**src/rtl/aes2_ctr_pkg.sv**
```systemverilog
// Shared types and constants for the AES-128 CTR-mode sequencer.
package aes2_ctr_pkg;

  localparam int AES_BLK_W       = 128;
  localparam int NBLK_W          = 16;
  localparam int CTR_W_DEF       = 32;
  localparam int TIMEOUT_CYC_DEF = 64;

  typedef logic [AES_BLK_W-1:0] blk_t;
  typedef logic [NBLK_W-1:0]    nblk_t;

  typedef enum logic [2:0] {
    S_IDLE,
    S_LOAD,
    S_WAIT,
    S_DATA,
    S_OUT
  } state_t;

endpackage

```
**src/rtl/aes2_ctr_sched_if.sv**
```systemverilog
// Signal bundle between a parent/driver and the CTR sequencer: config, data streams, core port.
interface aes2_ctr_sched_if;
  import aes2_ctr_pkg::*;

  logic  cfg_start;
  blk_t  cfg_iv;
  blk_t  cfg_key;
  nblk_t cfg_nblk;
  logic  busy;
  logic  done;
  logic  err;

  logic  in_valid;
  logic  in_ready;
  blk_t  in_data;
  logic  out_valid;
  logic  out_ready;
  blk_t  out_data;

  logic  core_ld;
  blk_t  core_key;
  blk_t  core_text;
  logic  core_done;
  blk_t  core_text_out;

  modport slave (
    input  cfg_start, cfg_iv, cfg_key, cfg_nblk,
    input  in_valid, in_data, out_ready,
    input  core_done, core_text_out,
    output busy, done, err,
    output in_ready, out_valid, out_data,
    output core_ld, core_key, core_text
  );

  modport master (
    output cfg_start, cfg_iv, cfg_key, cfg_nblk,
    output in_valid, in_data, out_ready,
    output core_done, core_text_out,
    input  busy, done, err,
    input  in_ready, out_valid, out_data,
    input  core_ld, core_key, core_text
  );

endinterface

```
**src/rtl/aes2_ctr_inc.sv**
```systemverilog
// Counter-block incrementer: low CTR_W bits count modulo 2^CTR_W, upper bits pass through.
module aes2_ctr_inc
  import aes2_ctr_pkg::*;
#(
  parameter int CTR_W = CTR_W_DEF
) (
  input  blk_t ctr,
  output blk_t ctr_next
);

  if (CTR_W >= AES_BLK_W) begin : g_full
    assign ctr_next = ctr + AES_BLK_W'(1);
  end else begin : g_field
    // Carry out of the low field is discarded so the nonce part never changes.
    assign ctr_next = {ctr[AES_BLK_W-1:CTR_W], ctr[CTR_W-1:0] + CTR_W'(1)};
  end

endmodule

```
**src/rtl/aes2_ctr_sched.sv**
```systemverilog
// CTR-mode sequencer driving a shared AES-128 core via ld/done and XORing the keystream
// into a valid/ready data stream. Optional core watchdog: define AES2_CTR_TIMEOUT_EN.
module aes2_ctr_sched
  import aes2_ctr_pkg::*;
#(
  parameter int CTR_W       = CTR_W_DEF,
  parameter int TIMEOUT_CYC = TIMEOUT_CYC_DEF
) (
  input  logic             clk,
  input  logic             rst,
  aes2_ctr_sched_if.slave  bus
);

  if (CTR_W < 1 || CTR_W > AES_BLK_W || TIMEOUT_CYC < 1) begin : g_bad_cfg
    $error("aes2_ctr_sched: CTR_W must be 1..128 and TIMEOUT_CYC at least 1");
  end

  state_t state;
  blk_t   ctr_q, key_q, ks_q, out_q, ctr_next;
  nblk_t  rem_q;
  logic   busy_q, done_q, err_q, in_ready_q, out_valid_q, core_ld_q;
  logic   wd_expire;

  aes2_ctr_inc #(.CTR_W(CTR_W)) u_inc (
    .ctr      (ctr_q),
    .ctr_next (ctr_next)
  );

`ifdef AES2_CTR_TIMEOUT_EN
  localparam int WD_W = $clog2(TIMEOUT_CYC + 1);
  logic [WD_W-1:0] wd_q;

  // Counts cycles spent in WAIT; expiry lands on the TIMEOUT_CYC-th WAIT cycle.
  always_ff @(posedge clk or negedge rst) begin
    if (!rst)                 wd_q <= '0;
    else if (state == S_LOAD) wd_q <= '0;
    else if (state == S_WAIT) wd_q <= wd_q + WD_W'(1);
  end

  assign wd_expire = (wd_q == WD_W'(TIMEOUT_CYC - 1));
`else
  assign wd_expire = 1'b0;
`endif

  always_ff @(posedge clk or negedge rst) begin
    if (!rst) begin
      // NOTE: every register is reset, including the datapath, so a mid-job reset leaves nothing stale on the outputs.
      state       <= S_IDLE;
      ctr_q       <= '0;
      key_q       <= '0;
      ks_q        <= '0;
      out_q       <= '0;
      rem_q       <= '0;
      busy_q      <= 1'b0;
      done_q      <= 1'b0;
      err_q       <= 1'b0;
      in_ready_q  <= 1'b0;
      out_valid_q <= 1'b0;
      core_ld_q   <= 1'b0;
    end else begin
      // NOTE: defaulting done low here and setting it in a branch yields a one-cycle pulse.
      done_q <= 1'b0;
      case (state)
        S_IDLE: begin
          if (bus.cfg_start) begin
            ctr_q <= bus.cfg_iv;
            key_q <= bus.cfg_key;
            rem_q <= bus.cfg_nblk;
            err_q <= 1'b0;
            if (bus.cfg_nblk == '0) begin
              done_q <= 1'b1;
            end else begin
              busy_q    <= 1'b1;
              core_ld_q <= 1'b1;
              state     <= S_LOAD;
            end
          end
        end
        S_LOAD: begin
          core_ld_q <= 1'b0;
          state     <= S_WAIT;
        end
        S_WAIT: begin
          if (bus.core_done) begin
            ks_q       <= bus.core_text_out;
            in_ready_q <= 1'b1;
            state      <= S_DATA;
          end else if (wd_expire) begin
            err_q  <= 1'b1;
            done_q <= 1'b1;
            busy_q <= 1'b0;
            state  <= S_IDLE;
          end
        end
        S_DATA: begin
          if (bus.in_valid) begin
            out_q       <= bus.in_data ^ ks_q;
            in_ready_q  <= 1'b0;
            out_valid_q <= 1'b1;
            state       <= S_OUT;
          end
        end
        S_OUT: begin
          if (bus.out_ready) begin
            out_valid_q <= 1'b0;
            if (rem_q == NBLK_W'(1)) begin
              busy_q <= 1'b0;
              done_q <= 1'b1;
              state  <= S_IDLE;
            end else begin
              rem_q     <= rem_q - NBLK_W'(1);
              ctr_q     <= ctr_next;
              core_ld_q <= 1'b1;
              state     <= S_LOAD;
            end
          end
        end
        default: state <= S_IDLE;
      endcase
    end
  end

  assign bus.busy      = busy_q;
  assign bus.done      = done_q;
  assign bus.err       = err_q;
  assign bus.in_ready  = in_ready_q;
  assign bus.out_valid = out_valid_q;
  assign bus.out_data  = out_q;
  assign bus.core_ld   = core_ld_q;
  assign bus.core_key  = key_q;
  assign bus.core_text = ctr_q;

endmodule

```
**src/flat_wrapper.sv**
```systemverilog
// flat-port wrapper written by rule: the top's interface ports become plain ports
module aes2_ctr_sched_flat import aes2_ctr_pkg::*;
#(
  parameter int CTR_W       = CTR_W_DEF,
  parameter int TIMEOUT_CYC = TIMEOUT_CYC_DEF
)
  (clk, rst, bus_cfg_start, bus_cfg_iv, bus_cfg_key, bus_cfg_nblk, bus_in_valid, bus_in_data, bus_out_ready, bus_core_done, bus_core_text_out, bus_busy, bus_done, bus_err, bus_in_ready, bus_out_valid, bus_out_data, bus_core_ld, bus_core_key, bus_core_text);
  aes2_ctr_sched_if bus_i ();
  input  logic clk;
  input  logic rst;
  input wire logic [$bits(bus_i.cfg_start)-1:0] bus_cfg_start;
  input wire logic [$bits(bus_i.cfg_iv)-1:0] bus_cfg_iv;
  input wire logic [$bits(bus_i.cfg_key)-1:0] bus_cfg_key;
  input wire logic [$bits(bus_i.cfg_nblk)-1:0] bus_cfg_nblk;
  input wire logic [$bits(bus_i.in_valid)-1:0] bus_in_valid;
  input wire logic [$bits(bus_i.in_data)-1:0] bus_in_data;
  input wire logic [$bits(bus_i.out_ready)-1:0] bus_out_ready;
  input wire logic [$bits(bus_i.core_done)-1:0] bus_core_done;
  input wire logic [$bits(bus_i.core_text_out)-1:0] bus_core_text_out;
  output wire logic [$bits(bus_i.busy)-1:0] bus_busy;
  output wire logic [$bits(bus_i.done)-1:0] bus_done;
  output wire logic [$bits(bus_i.err)-1:0] bus_err;
  output wire logic [$bits(bus_i.in_ready)-1:0] bus_in_ready;
  output wire logic [$bits(bus_i.out_valid)-1:0] bus_out_valid;
  output wire logic [$bits(bus_i.out_data)-1:0] bus_out_data;
  output wire logic [$bits(bus_i.core_ld)-1:0] bus_core_ld;
  output wire logic [$bits(bus_i.core_key)-1:0] bus_core_key;
  output wire logic [$bits(bus_i.core_text)-1:0] bus_core_text;
  assign bus_i.cfg_start = bus_cfg_start;
  assign bus_i.cfg_iv = bus_cfg_iv;
  assign bus_i.cfg_key = bus_cfg_key;
  assign bus_i.cfg_nblk = bus_cfg_nblk;
  assign bus_i.in_valid = bus_in_valid;
  assign bus_i.in_data = bus_in_data;
  assign bus_i.out_ready = bus_out_ready;
  assign bus_i.core_done = bus_core_done;
  assign bus_i.core_text_out = bus_core_text_out;
  assign bus_busy = bus_i.busy;
  assign bus_done = bus_i.done;
  assign bus_err = bus_i.err;
  assign bus_in_ready = bus_i.in_ready;
  assign bus_out_valid = bus_i.out_valid;
  assign bus_out_data = bus_i.out_data;
  assign bus_core_ld = bus_i.core_ld;
  assign bus_core_key = bus_i.core_key;
  assign bus_core_text = bus_i.core_text;
  aes2_ctr_sched #(.CTR_W(CTR_W), .TIMEOUT_CYC(TIMEOUT_CYC)) u_core (.clk(clk), .rst(rst), .bus(bus_i));
endmodule
```
**config.mk**
```make
export PLATFORM = sky130hd
export DESIGN_NAME = aes2_ctr_sched_flat
export DESIGN_NICKNAME = d
export VERILOG_FILES = /design/src/rtl/aes2_ctr_pkg.sv /design/src/rtl/aes2_ctr_sched_if.sv /design/src/rtl/aes2_ctr_inc.sv /design/src/rtl/aes2_ctr_sched.sv /design/src/flat_wrapper.sv
export SDC_FILE = /design/constraint.sdc
export NUM_CORES = 1
export LEC_CHECK = 0
export BUFFER_PORTS_ARGS = -buffer_cell sky130_fd_sc_hd__buf_2
export CORE_AREA = 2 2 365 367
export CTS_CLUSTER_DIAMETER = 150
export DETAILED_ROUTE_END_ITERATION = 16
export DIE_AREA = 0 0 367 369
export GPL_TIMING_DRIVEN = 1
export HOLD_SLACK_MARGIN = 0.15
export PLACE_DENSITY = 0.45
export SYNTH_ARGS = -nofsm -noshare
export SYNTH_HDL_FRONTEND = slang
export SYNTH_HIERARCHICAL = 1
export SYNTH_SLANG_ARGS = --single-unit
export TNS_END_PERCENT = 20
```
**constraint.sdc**
```tcl
create_clock -name clk -period 2.2 [get_ports clk]
set_input_delay 0.33 -clock clk [delete_from_list [all_inputs] [get_ports clk]]
set_output_delay 0.33 -clock clk [all_outputs]
set_load 0.005 [all_outputs]
```
* Word level (Yosys, flattened, before mapping)
Index checks and enable logic that the tools add are counted.
** Cells by class
- Add/subtract/negate cells :: 2
- Equal/unequal tests :: 12
- Reduce and logical (&&, ||, !) cells :: 16
- Bitwise logic cells :: 2
- Muxes and demuxes :: 34
** Operators with widths (number)
- two-way mux 128 bit :: 2
- one-hot mux 128 bit (2 select lines) :: 1
- bitwise XOR 128 bit :: 1
- two-way mux 16 bit :: 3
- adder 32 x 1 -> 32 bit (second input constant) :: 1
- two-way mux 32 bit :: 1
- one-hot mux 16 bit (2 select lines) :: 1
- == test 16 x 1 -> 1 bit (second input constant) :: 1
- zero test 16 bit :: 1
- subtractor 16 x 1 -> 16 bit (second input constant) :: 1
- two-way mux 1 bit :: 15
- two-way mux 3 bit :: 5
- one-hot mux 3 bit (5 select lines) :: 1
- AND reduction 5 bit :: 3
- != test 2 bit (second input constant) :: 6
- AND reduction 3 bit :: 3
- one-hot mux 1 bit (2 select lines) :: 4
- == test 3 x 2 -> 1 bit (second input constant) :: 2
- AND reduction 2 bit :: 3
- nonzero test 2 bit :: 3
- AND reduction 4 bit :: 1
- == test 3 x 1 -> 1 bit (second input constant) :: 1
- == test 3 bit (second input constant) :: 1
- zero test 3 bit :: 1
- 4 further kinds :: 4
** Word-level totals
- Bits in registers :: 536
- Input port bits :: 534
- Logic and storage cells :: 78
- Output and inout bits :: 390

* Logic depth before layout (Yosys ltp)
- Depth after elaboration :: 4
- Depth in mapped cells :: 9
- Depth with buffers taken out :: 7

* Hierarchy
The synthesis kept the hierarchy.
** By module, submodules not included
- aes2_ctr_sched :: seq. area each 13412.9 um^2, area each 22228.8 um^2, cells each 2225, times used 1
- aes2_ctr_inc :: seq. area each 0.0 um^2, area each 1405.1 um^2, cells each 192, times used 1

* Worst setup path after synthesis
OpenSTA, ideal clock, no wires.
- Kind :: register to register
- Start point :: register u_core.rem_q[1]
- End point :: register u_core.rem_q[15]
- Buffers on the path :: 2
- Arrival time :: 2.079 ns
- Setup slack :: -0.001 ns
- Data required time :: 2.078 ns
- Cell stages (with the launch flop) :: 9
- Period minus slack after synthesis :: 2.201 ns
- Setup time :: 0.122 ns
- Cell sequence :: dfrtp_1 > inv_1 > ha_1 > or4b_2 > nor4_4 > a21oi_2 > buf_4 > buf_2 > a32o_1
** On the way
- Word-level cells in the longest chain between the ends :: 4
- Elaborated cells on any way between the ends :: 7
- Those cells by class :: add/sub (1); eq/ne (2); mux (3); reduce/logical (1)
** Ends and longest elaborated chain
- start, declared :: line aes2_ctr_sched.sv:20 : nblk_t rem_q;
- start signal, assigned :: line aes2_ctr_sched.sv:68 : rem_q <= bus.cfg_nblk;
- start signal, assigned :: line aes2_ctr_sched.sv:111 : rem_q <= rem_q - NBLK_W'(1);
- subtractor 16 x 1 -> 16 bit :: line aes2_ctr_sched.sv:111
- two-way mux 16 bit :: line aes2_ctr_sched.sv:106 : if (rem_q == NBLK_W'(1)) begin
- two-way mux 16 bit :: line aes2_ctr_sched.sv:104 : if (bus.out_ready) begin
- one-hot mux 16 bit (2 select lines) :: line aes2_ctr_sched.sv:63 : case (state)
Parallel ways exist; a longest one is shown, timed or not. The select of a mux whose other input is x is not followed.
A chain may end at the register's enable or synchronous reset.

==> impl_results.md <==
* Ys Warns at 6
* Hold WS at 0.207 ns
* Grt met1 use at 17.3%
* Leakage at around 18 nW
* Antenna-violating nets left at 0
* Power density over cell area at around 1200 nW/um^2
* Die Y at 369 um
* #FFs+latches synth at 536
* Htree depth at 3
* Max-Cap Viols at 0
* Initial antenna violation count at 17
* GR met3 Demand/Resource at 2.91%
* Share of cells above drive strength 1 at 34.0%
* Final worst setup slack at about 0.06 ns
* Max Freq at approximately 470 MHz
* Async SR Flop Fraction at 100%
* # port buffers at 922
* First-pass GRT wire length at 143 mm
* Register area share after synthesis at 56.8%
* FP Rows at 133
* Net count after synthesis at between 2000 and 3000
* Total die area at 135000 um^2
* Relative slew slack at 50.2%
* Clk Latency, worst-skew pair at 0.66 ns
* GRT Max-Usage Layer: met2
* Filler cells at around 14000
* Pin slew with the least headroom to its limit at 0.747 ns
* Critical path class: flip-flop to flip-flop
* Post-synth EDFFs at 0
* Setup Skew at 0.0239 ns
* Inserted Clock Buffers at 70
* Drt wl/cell at 17.2 um
* CP endpoint kind: flip-flop
* CTS sink cnt at 536
* Period utilisation layout at 97.3%
* DRC violations left at 0
* Setup-failing EPs final at 0
* Drt pass-1 iters at 6
* Register area at roughly 13000 um^2
* Fin crit period at 2.14 ns
* Largest fanout on the critical path at 33
* Final hold vios at 0
* Synth Area per Inst at 9.78 um^2
* Multi-input gate area at 8930 um^2
* Status: finished clean
* Commonest non-fill, non-tap cell in the layout: buf_2
* Max IR drop VDD at around 0.66 mV
* RSZ-0062 raised after global routing: yes
* Initial DRC Count at 1171
* CTS tree: built
* Gr usage total at 13.8%
* Fin. max-slew vios at 0
* Clock tree root driver cell: clkbuf_16
* Post-Layout Cell Count at ~5700
* Setup WS pre-CTS at -0.0571 ns
* CTS clk-pin slew, worst paths at 0.06 ns
* Final nets at roughly 4400
* Cell Count Post-Placement at 4982
* WP data arrival at 2.67 ns
* Hold WC Path Type: primary input to flip-flop
* Starting Density at 18.0%
* Total grt overflow at 0
* Synth cell types at 52
* Routed WL at 97.2 mm
* Post-Syn Area at 23600 um^2
* Area delta synth->final at 62.3%
* Crit path required time at between 2 and 3 ns
* Vias in the first global route at approximately 23000
* Top FF cell, synth: dfrtp_1
* Dpl hpwl at 71.9 mm
* Via count at ~22000
* Cells after synthesis at 2417
* Area of the core at 131000 um^2
* Critical Path Source Type: flip-flop
* Die X at 367 um
* GPL Wtd Cong at 0.839
* Most frequent cells in the layout: buf_2 (921), nand2_1 (794), dfrtp_1 (536)
* Final Instance Area at 38400 um^2
* Post-route setup TNS at 0 ns
* Max Root-Sink Buffers at 3
* Ports at a little over 900
* Largest net degree at the start of global routing at 94
* Post-DP Area at 30500 um^2
* Grt met2 use at between 20% and 30%
* Vias per cell at 3.95
==> metrics by stage <==
| stage | util (%) | power, W |
|---|---|---|
| after global routing | 29.2 | 0.0506 |
| after global placement | 23.3 | 0.0345 |
| final | 29.2 | 0.0472 |
| after detailed placement | 23.3 | 0.0348 |
| after CTS | 29.1 | 0.0477 |
| after floorplan | - | 0.0273 |
==> worst max-delay path, stage by stage, from the launching register on <==
cell and delay [ns]:
dfrtp_1 0.37, or4_4 0.57, nor4_4 0.29, buf_6 0.16, a21oi_4 0.07, buf_12 0.16
clkbuf_16 0.21, nor2_1 0.10, a31oi_1 0.05
==> report_power, final <==
group | switching (W) | total, W | leakage, nW | internal [W]
Sequential | 0.00343 | 0.0181 | 6.42 | 0.0146
Clock | 0.00490 | 0.0117 | 1.13 | 0.00680
Combinational | 0.00876 | 0.0175 | 10.6 | 0.00872
==> final cells by class <==
cell class,instances,share of cell area (%)
Tap cell,1755,5.73
Antenna cell,6,0.0392
Timing Repair Buffer,1586,29.8
Multi-Input combinational cell,1637,23.3
Clock inverter,24,0.852
Inverter,7,0.0685
Clock buffer,101,5.24
Sequential cell,536,35.0
==> sequential cells by signal, indices dropped and copies added (netlist names) <==
name	flops
u_core/bus.core_key	128
u_core/bus.core_text	128
u_core/bus.out_data	128
u_core/ks_q	128
u_core/rem_q	16
u_core/state	3
u_core/bus.busy	1
u_core/bus.core_ld	1
u_core/bus.done	1
u_core/bus.in_ready	1
u_core/bus.out_valid	1
==> worst paths after layout <==
path,end,start,cells after the start,slack [ns]
min in group asynchronous,u_core/ks_q[97],rst,2,0.29
max,u_core/bus.core_text[90],u_core/rem_q[7],8,0.06
min reg2reg,u_core/bus.out_data[41],u_core/bus.out_data[41],2,0.47
max in group asynchronous,u_core/bus.out_data[37],rst,3,1.14
min,u_core/bus.out_data[31],bus_in_data[31],3,0.21
max reg2reg,u_core/bus.core_text[90],u_core/rem_q[7],8,0.06
==> repair_timing <==
item | CTS | global route
gates cloned | 1 | 3
resized for setup | 2 | 15
pin swaps | 2 | 2
setup buffers | 1 | 4
hold endpoints to repair | 633 | 0
endpoints found under the setup margin | 134 | 107
hold buffers | 530 | 0
==> synth_stat cells (all sizes together) (6+ instances only) <==
| cell type | instances | area, um^2 |
|---|---|---|
| mux2 | 129 | 1450 |
| nand3 | 17 | 115 |
| buf | 129 | 946 |
| inv | 7 | 26.3 |
| or3 | 7 | 48.8 |
| a31oi | 128 | 801 |
| xor2 | 19 | 166 |
| nand2 | 796 | 2990 |
| and3 | 7 | 43.8 |
| a21oi | 23 | 119 |
| dfrtp | 536 | 13400 |
| clkbuf | 109 | 409 |
| nor4 | 16 | 140 |
| o21ai | 147 | 736 |
| xnor2 | 139 | 1220 |
| nand4 | 6 | 37.5 |
| nor3 | 10 | 50.1 |
| nor2 | 147 | 552 |
==> logic make-up (layout without fill, tap and decap cells) <==
family | count (synthesis) | after routing | synth area share [%]
compound gates | 318 | 319 | 7.66
xor+xnor | 158 | 158 | 5.86
fa+ha+maj | 3 | 3 | 0.159
buf+inv | 245 | 1718 | 5.84
flops | 536 | 536 | 56.8
mux | 130 | 130 | 6.19
other cells | 1 | 7 | 0.0159
simple gates | 1026 | 1026 | 17.5
==> layer usage <==
| metal | wire, um | vias up |
|---|---|---|
| met5 | 74 | - |
| met2 | 47400 | 774 |
| li1 | - | 10700 |
| met4 | 2600 | 10 |
| met1 | 41500 | 10700 |
| met3 | 5610 | 138 |
Note: power is estimated with default switching activity, not from simulation.
